File: src/rtl/serv_rf_pkg.sv
// Shared constants and derivation helpers for the multi-port SERV/FPU register file adapter.
package serv_rf_pkg;

  localparam int unsigned GprCount = 32;
  localparam int unsigned WordBits = 32;

  // Index of the first FP register in the combined GPR/CSR/FP address space.
  function automatic int unsigned fp_base(input int unsigned csr_regs);
    return GprCount + csr_regs;
  endfunction

  function automatic int unsigned calc_raw(input int unsigned csr_regs,
                                           input int unsigned fp_regs);
    return $clog2(GprCount + csr_regs + GprCount * fp_regs);
  endfunction

  function automatic int unsigned calc_aw(input int unsigned raw, input int unsigned width);
    return 5 + raw - $clog2(width);
  endfunction

  function automatic int unsigned calc_ratio(input int unsigned width, input int unsigned w);
    return width / w;
  endfunction

  // Read phases: channel k issues at phase k, everything loads at phase nrd.
  function automatic int unsigned ready_phase(input int unsigned nrd);
    return nrd - 1;
  endfunction

  function automatic int unsigned load_phase(input int unsigned nrd);
    return nrd;
  endfunction

endpackage

File: src/rtl/serv_rf_rd_lane.sv
// One serial read channel: stages a fetched RAM word, then shifts it out W bits per cycle.
module serv_rf_rd_lane #(
  parameter int unsigned width = 8,
  parameter int unsigned W     = 1
) (
  input  logic             i_clk,
  input  logic             i_rst,
  input  logic             i_capture,
  input  logic             i_load,
  input  logic [width-1:0] i_rdata,
  output logic [W-1:0]     o_q
);

  logic [width-1:0] r_stage;
  logic [width-1:0] r_shift;
  logic [width-1:0] w_word;

  // The last channel's word arrives in the load cycle itself, so bypass the stage.
  assign w_word = i_capture ? i_rdata : r_stage;

  always_ff @(posedge i_clk) begin
    if (i_capture) r_stage <= i_rdata;
  end

  always_ff @(posedge i_clk) begin
    if (i_rst)       r_shift <= '0;
    else if (i_load) r_shift <= w_word >> W;
    else             r_shift <= r_shift >> W;
  end

  assign o_q = i_load ? w_word[W-1:0] : r_shift[W-1:0];

endmodule

File: src/rtl/serv_rf_ram_mport_if.sv
// Bit-serial to SRAM-word adapter with NRD read channels, two write channels and an FP bank.
module serv_rf_ram_mport_if
  import serv_rf_pkg::*;
#(
  parameter int unsigned width          = 8,
  parameter int unsigned W              = 1,
  parameter int unsigned NRD            = 3,
  parameter int unsigned csr_regs       = 4,
  parameter int unsigned fp_regs        = 1,
  parameter string       reset_strategy = "MINI",
  localparam int unsigned raw           = calc_raw(csr_regs, fp_regs),
  localparam int unsigned aw            = calc_aw(raw, width)
) (
  input  logic               i_clk,
  input  logic               i_rst,
  input  logic               i_rreq,
  input  logic               i_wreq,
  output logic               o_ready,
  input  logic [NRD*raw-1:0] i_rreg,
  input  logic [NRD-1:0]     i_rfp,
  output logic [NRD*W-1:0]   o_rdata,
  input  logic [raw-1:0]     i_wreg0,
  input  logic [raw-1:0]     i_wreg1,
  input  logic               i_wfp0,
  input  logic               i_wfp1,
  input  logic               i_wen0,
  input  logic               i_wen1,
  input  logic [W-1:0]       i_wdata0,
  input  logic [W-1:0]       i_wdata1,
  output logic [aw-1:0]      o_waddr,
  output logic [width-1:0]   o_wdata,
  output logic               o_wen,
  output logic [aw-1:0]      o_raddr,
  output logic               o_ren,
  input  logic [width-1:0]   i_rdata
);

  localparam int unsigned ratio = calc_ratio(width, W);
  localparam int unsigned l2r   = $clog2(ratio);
  localparam int unsigned CMSB  = 4 - $clog2(W);
  localparam int unsigned CW    = 5 - $clog2(width);
  localparam int unsigned RCW   = CMSB + 2;
  localparam bit          ResetEn = (reset_strategy != "NONE");
  localparam logic [raw-1:0] FpBase   = raw'(fp_base(csr_regs));
  localparam logic [RCW-1:0] RdLast   = RCW'(WordBits / W + NRD - 1);
  localparam logic [RCW-1:0] RdReady  = RCW'(ready_phase(NRD));
  localparam logic [l2r-1:0] PhLoad   = l2r'(load_phase(NRD));

  logic w_rst;
  assign w_rst = ResetEn && i_rst;

  // ---------------- Read side ----------------
  logic           r_ract;
  logic [RCW-1:0] r_rcnt;
  logic [l2r-1:0] w_rphase;
  logic           w_rvalid;
  logic           w_load;
  logic [raw-1:0] w_reff;
  logic [raw-1:0] w_reff_ch [NRD];

  always_ff @(posedge i_clk) begin
    if (w_rst) begin
      r_ract <= 1'b0;
      r_rcnt <= '0;
    end else if (i_rreq) begin
      r_ract <= 1'b1;
      r_rcnt <= '0;
    end else if (r_ract) begin
      r_rcnt <= r_rcnt + 1'b1;
      if (r_rcnt == RdLast) r_ract <= 1'b0;
    end
  end

  assign w_rphase = r_rcnt[l2r-1:0];
  // The top counter bit marks the tail where only the final chunk is still shifting out.
  assign w_rvalid = r_ract && !r_rcnt[RCW-1];
  assign w_load   = w_rvalid && (w_rphase == PhLoad);
  assign o_ren    = !w_rst && w_rvalid && (w_rphase < l2r'(NRD));
  assign o_ready  = (!w_rst && r_ract && (r_rcnt == RdReady)) || i_wreq;

  for (genvar k = 0; k < NRD; k++) begin : g_rd
    logic w_cap;
    assign w_reff_ch[k] = (fp_regs != 0 && i_rfp[k]) ? FpBase + raw'(i_rreg[k*raw +: 5])
                                                     : i_rreg[k*raw +: raw];
    assign w_cap = w_rvalid && (w_rphase == l2r'(k + 1));

    serv_rf_rd_lane #(
      .width (width),
      .W     (W)
    ) u_lane (
      .i_clk     (i_clk),
      .i_rst     (w_rst),
      .i_capture (w_cap),
      .i_load    (w_load),
      .i_rdata   (i_rdata),
      .o_q       (o_rdata[k*W +: W])
    );
  end

  always_comb begin
    w_reff = '0;
    for (int k = 0; k < NRD; k++) begin
      if (w_rphase == l2r'(k)) w_reff = w_reff_ch[k];
    end
  end

  // ---------------- Write side ----------------
  logic              r_wact;
  logic [CMSB:0]     r_wcnt;
  logic              r_wen0_l, r_wen1_l;
  logic              r_wpend1, r_wpend2;
  logic [width-1:0]  r_wsh0, r_wsh1;
  logic [width-1:0]  r_whold0, r_whold1;
  logic [aw-1:0]     r_waddr0, r_waddr1;
  logic [aw-1:0]     w_waddr0, w_waddr1;
  logic [raw-1:0]    w_weff0, w_weff1;
  logic              w_wdone;

  assign w_weff0 = (fp_regs != 0 && i_wfp0) ? FpBase + raw'(i_wreg0[4:0]) : i_wreg0;
  assign w_weff1 = (fp_regs != 0 && i_wfp1) ? FpBase + raw'(i_wreg1[4:0]) : i_wreg1;
  assign w_wdone = r_wact && (r_wcnt[l2r-1:0] == '1);

  if (CW > 0) begin : g_chunk
    assign o_raddr  = {w_reff, r_rcnt[CMSB:l2r]};
    assign w_waddr0 = {w_weff0, r_wcnt[CMSB:l2r]};
    assign w_waddr1 = {w_weff1, r_wcnt[CMSB:l2r]};
  end else begin : g_nochunk
    assign o_raddr  = w_reff;
    assign w_waddr0 = w_weff0;
    assign w_waddr1 = w_weff1;
  end

  always_ff @(posedge i_clk) begin
    if (w_rst) begin
      r_wact   <= 1'b0;
      r_wcnt   <= '0;
      r_wpend1 <= 1'b0;
      r_wpend2 <= 1'b0;
      r_wen0_l <= 1'b0;
      r_wen1_l <= 1'b0;
    end else begin
      r_wpend1 <= w_wdone;
      r_wpend2 <= r_wpend1;
      if (r_wact && r_wcnt == '0) begin
        r_wen0_l <= i_wen0;
        r_wen1_l <= i_wen1;
      end
      if (i_wreq) begin
        r_wact <= 1'b1;
        r_wcnt <= '0;
      end else if (r_wact) begin
        r_wcnt <= r_wcnt + 1'b1;
        if (r_wcnt == '1) r_wact <= 1'b0;
      end
    end
  end

  // Hold registers let the next chunk shift in while the previous one is written out.
  always_ff @(posedge i_clk) begin
    if (r_wact) begin
      r_wsh0 <= {i_wdata0, r_wsh0[width-1:W]};
      r_wsh1 <= {i_wdata1, r_wsh1[width-1:W]};
    end
    if (w_wdone) begin
      r_whold0 <= {i_wdata0, r_wsh0[width-1:W]};
      r_whold1 <= {i_wdata1, r_wsh1[width-1:W]};
      r_waddr0 <= w_waddr0;
      r_waddr1 <= w_waddr1;
    end
  end

  assign o_wen   = !w_rst && ((r_wpend1 && r_wen0_l) || (r_wpend2 && r_wen1_l));
  assign o_waddr = r_wpend1 ? r_waddr0 : r_waddr1;
  assign o_wdata = r_wpend1 ? r_whold0 : r_whold1;

endmodule

File: config.mk
export PLATFORM = sky130hd
export DESIGN_NAME = serv_rf_ram_mport_if
export DESIGN_NICKNAME = d
export VERILOG_FILES = /design/src/rtl/serv_rf_pkg.sv /design/src/rtl/serv_rf_rd_lane.sv /design/src/rtl/serv_rf_ram_mport_if.sv
export SDC_FILE = /design/constraint.sdc
export NUM_CORES = 1
export LEC_CHECK = 0
export BUFFER_PORTS_ARGS = -buffer_cell sky130_fd_sc_hd__buf_4
export CORE_ASPECT_RATIO = 2
export CORE_MARGIN = 2
export CORE_UTILIZATION = 59
export DETAILED_ROUTE_END_ITERATION = 16
export PLACE_DENSITY = 0.84
export SLEW_MARGIN = 20
export SYNTH_ARGS = -nofsm -noshare
export SYNTH_HDL_FRONTEND = slang
export SYNTH_SLANG_ARGS = --single-unit
export TNS_END_PERCENT = 100
File: constraint.sdc
create_clock -name i_clk -period 5.1 [get_ports i_clk]
set_clock_uncertainty 0.1 [all_clocks]
set_input_delay 1.02 -clock i_clk [delete_from_list [all_inputs] [get_ports i_clk]]
set_output_delay 1.02 -clock i_clk [all_outputs]
set_load 0.01 [all_outputs]
==> impl_results.md <==
* Reg2Reg Capture Point: r_ract$_SDFF_PP0_
* Multi-input logic area at 0.001690 sq mm
* Drt wl/cell at about 16 microns
* DIE AREA at around 0.008 sq mm
* Startpoint Class: primary input
* Vert. Die Dim at between 100 and 150 microns
* Largest net degree at the start of global routing at 34
* Number of global-route vias before repair at around 3000
* Synth warn at 0
* Mean Syn Cell Area at approximately 12 sq um
* Total number of vias at 2890
* Cell Count, Final, Fillers Out at 524
* Reg2Reg Depth at 5
* Setup total negative slack at 0 ns
* Core area at 0.007212 sq mm
* Placed cells at 508
* Post-Syn Instances at 354
* Outcome: complete, no violations
* CTS HTree Levels at 3
* PwrDens at 314.9 mW/mm^2
* Hold Vio Cnt, Final at 0
* CP Data Required Time at between 3 and 4 ns
* Internal power at around 1.3 mW
* Die W at about 65 microns
* Initial DRC Count at ~180
* WL final at between 8000 and 9000 microns
* Clock Latency Late Sink at around 0.35 ns
* Synth-to-layout area growth at 20.70%
* FFs w/ async S/R, synth at 0
* Max_slew headroom at 0.3468
* Clock Power Share at 0.366
* Setup repair bufs after CTS at 0
* Crit path time final at 3.538 ns
* Synthesized flop and latch total at 100
* Via density at between 5 and 6
* Boundary pin count at 88
* Sink Count at 100
* Lkg Pwr at 2.103 nW
* Reg power frac at 0.539
* Input/output buffers at between 80 and 90
* Mapped Area at about 0.0044 sq mm
* Commonest register cell after synthesis: dfxtp_1
* Final period util at 0.6938
* Comb power frac at 0.096
* Initial antenna violation count at 0
* Layout cells sized above 1 at 0.3704
* Cell depth of the worst hold path at 0
* CP arrival at approximately 2.4 ns
* Gr usage total at 0.2257
* Crit path max fanout at 3
* HP Class: reg2reg
* Post-synthesis cell type count at 43
* N_diodes at 0
* Sw frac at 0.2198
* Initial core utilization at 0.6076
* Final nets at 502
* RSZ-0062 raised after global routing: false
* FMAX at between 200 and 300 MHz
* Num CTS Buffers at 9
* CTS Hold Bufs at 0
* Fin. max-slew vios at 0
* Hold path startpoint: r_wsh1[1]$_DFFE_PP_
* GP Congestion at 0.7670
* WS Path Type: in2out
* Reg-to-Reg Start: r_rcnt[0]$_SDFFE_PP0P_
* Max VDD drop at between 0.15 and 0.2 mV
* Element type at the critical path end: output port
* Clock transition at path regs at ~0.06 ns
* Clk root buf: clkbuf_16
* Sequential Area at about 0.0025 sq mm
* Sequential element share of the synthesized area at 0.5620
* CP Launch Point: i_rreg[9]
* Post-CTS sizing at 0
* First-pass detailed-route iteration total at 4
* Slew @ Worst Pin at between 0.9 and 1 ns
* Antenna Nets Post-Route at 0
* Max-cap violations at 0
* FILL cells at about 500
* First-pass GRT wire length at between 10000 and 15000 microns
* Standard-cell rows at between 40 and 50
* Net switching power at between 300 and 400 uW
* CTS tree: built
* Setup Viol. Count Final at 0
* WHS Endpoint: r_whold1[0]$_DFFE_PP_
* # DRC at 0
* Syn nets at 429
* Post-detail-place hpwl at ~6100 microns
* Worst reg2reg setup slack at approximately 3 ns
* Grt total ovfl at 0
* Clk buf depth at 2
* Post-synth EDFFs at between 40 and 50
==> power by group through the flow <==
stage,logic (mW),registers (mW),clock network (mW)
after CTS,0.160,0.897,0.622
after global placement,0.150,0.912,0
after global routing,0.174,0.901,0.651
after floorplan,0.0946,0.905,0
after detailed placement,0.158,0.914,0
final,0.159,0.897,0.609
==> per-layer routing <==
metal,routed length [microns],global-route usage
met1,2908,0.2058
met3,404,0.05179
met2,5016,0.4409
met5,0,0
met4,217,0.1101
==> synth_stat cells, drive strengths merged (3+ instances only) <==
library cell  number  share of area
o21ai              6         0.0069
nor3               6         0.0069
xnor2              3         0.0060
nor2b              3         0.0043
ha                19          0.054
xor2               7          0.014
dfxtp             54           0.25
mux2              45           0.12
and3               3         0.0043
mux2i              7          0.016
nor4bb             3         0.0097
clkbuf            13          0.011
nand2             20          0.017
a221oi             4         0.0080
a22oi              4         0.0069
buf               16          0.025
nand3b             3         0.0051
a21oi             26          0.030
o21a              12          0.021
and2b              3         0.0054
edfxtp            46           0.32
inv               19          0.016
nor2              10         0.0086
nand4              6         0.0086
==> critical path: stages <==
cell and delay (ns):
buf_4 0.12, ha_1 0.19, ha_1 0.28, mux2_2 0.26, a221oi_1 0.29, a21oi_1 0.07, buf_4 0.19
==> per-stage QoR <==
step / power, mW / area [sq um] / utilization / setup slack (ns) / hold slack (ns)
detailed placement: 1.072 / 5022 / 0.6964 / 1.553 / 0.3146
finish: 1.665 / 5289 / 0.7333 / 1.562 / 0.3325
floorplan: 0.9995 / 4382 / - / 1.902 / 0.3003
global placement: 1.062 / 5022 / 0.6964 / 1.598 / 0.3022
CTS: 1.679 / 5289 / 0.7333 / 1.547 / 0.3389
global route: 1.726 / 5289 / 0.7333 / 1.502 / 0.3610
==> cells by family (layout without fill, tap and decap cells) <==
family	count (synthesis)	in the layout	synth area share
DFF	100	100	0.5620
and+or+nand+nor	65	65	0.08481
AOI/OAI and AO/OA	60	60	0.08652
muxes	52	52	0.1402
buffers and inverters	48	126	0.05226
adders and majority gates	19	19	0.05426
xor gates and xnor gates	10	10	0.01999
==> flip-flops by register name, summed over array words and instances, names as in the netlist <==
signal,count
r_waddr0,9
g_rd.u_lane.r_stage,16
r_waddr1,7
r_wen1_l,1
r_wcnt,5
r_wen0_l,1
r_wpend1,1
r_whold1,8
g_rd.u_lane.r_shift,21
r_whold0,8
r_ract,1
r_wsh0,7
r_wsh1,7
r_rcnt,6
r_wact,1
r_wpend2,1
==> cells in the final DEF (no fill, tap or decap), types with 3 or more instances in the layout <==
cell type,Yosys,routed
nor3_1,6,6
o21a_1,12,12
buf_4,5,91
mux2_2,35,35
nor2b_1,3,3
mux2i_1,7,7
xnor2_1,3,3
o21ai_0,6,6
a22oi_1,4,4
a221oi_1,4,4
inv_1,19,19
nand2_1,20,20
mux2_4,10,10
xor2_1,7,7
nand3b_1,3,3
a21oi_1,26,26
and3_1,3,3
dfxtp_1,54,54
clkbuf_16,0,9
edfxtp_1,46,46
ha_1,19,19
nor2_1,10,10
clkinv_2,0,4
nand4_1,6,6
==> area by class of cell <==
class                   instances  share of cell area
clock buffers                   9             0.04258
clock inverters                 7            0.007807
inverters                      19             0.01348
multi-input cells             206              0.3196
flip-flops and latches        100              0.4656
well taps                      92             0.02176
repair buffers                 91              0.1292
==> how the worst max path moves through the flow <==
stage	endpoint	cells after the start
floorplan	o_raddr[6]	5
global placement	o_raddr[6]	7
detailed placement	o_raddr[6]	7
CTS	o_raddr[6]	7
global route	o_raddr[6]	7
finish	o_raddr[6]	7
Note: power is estimated with default switching activity, not from simulation.
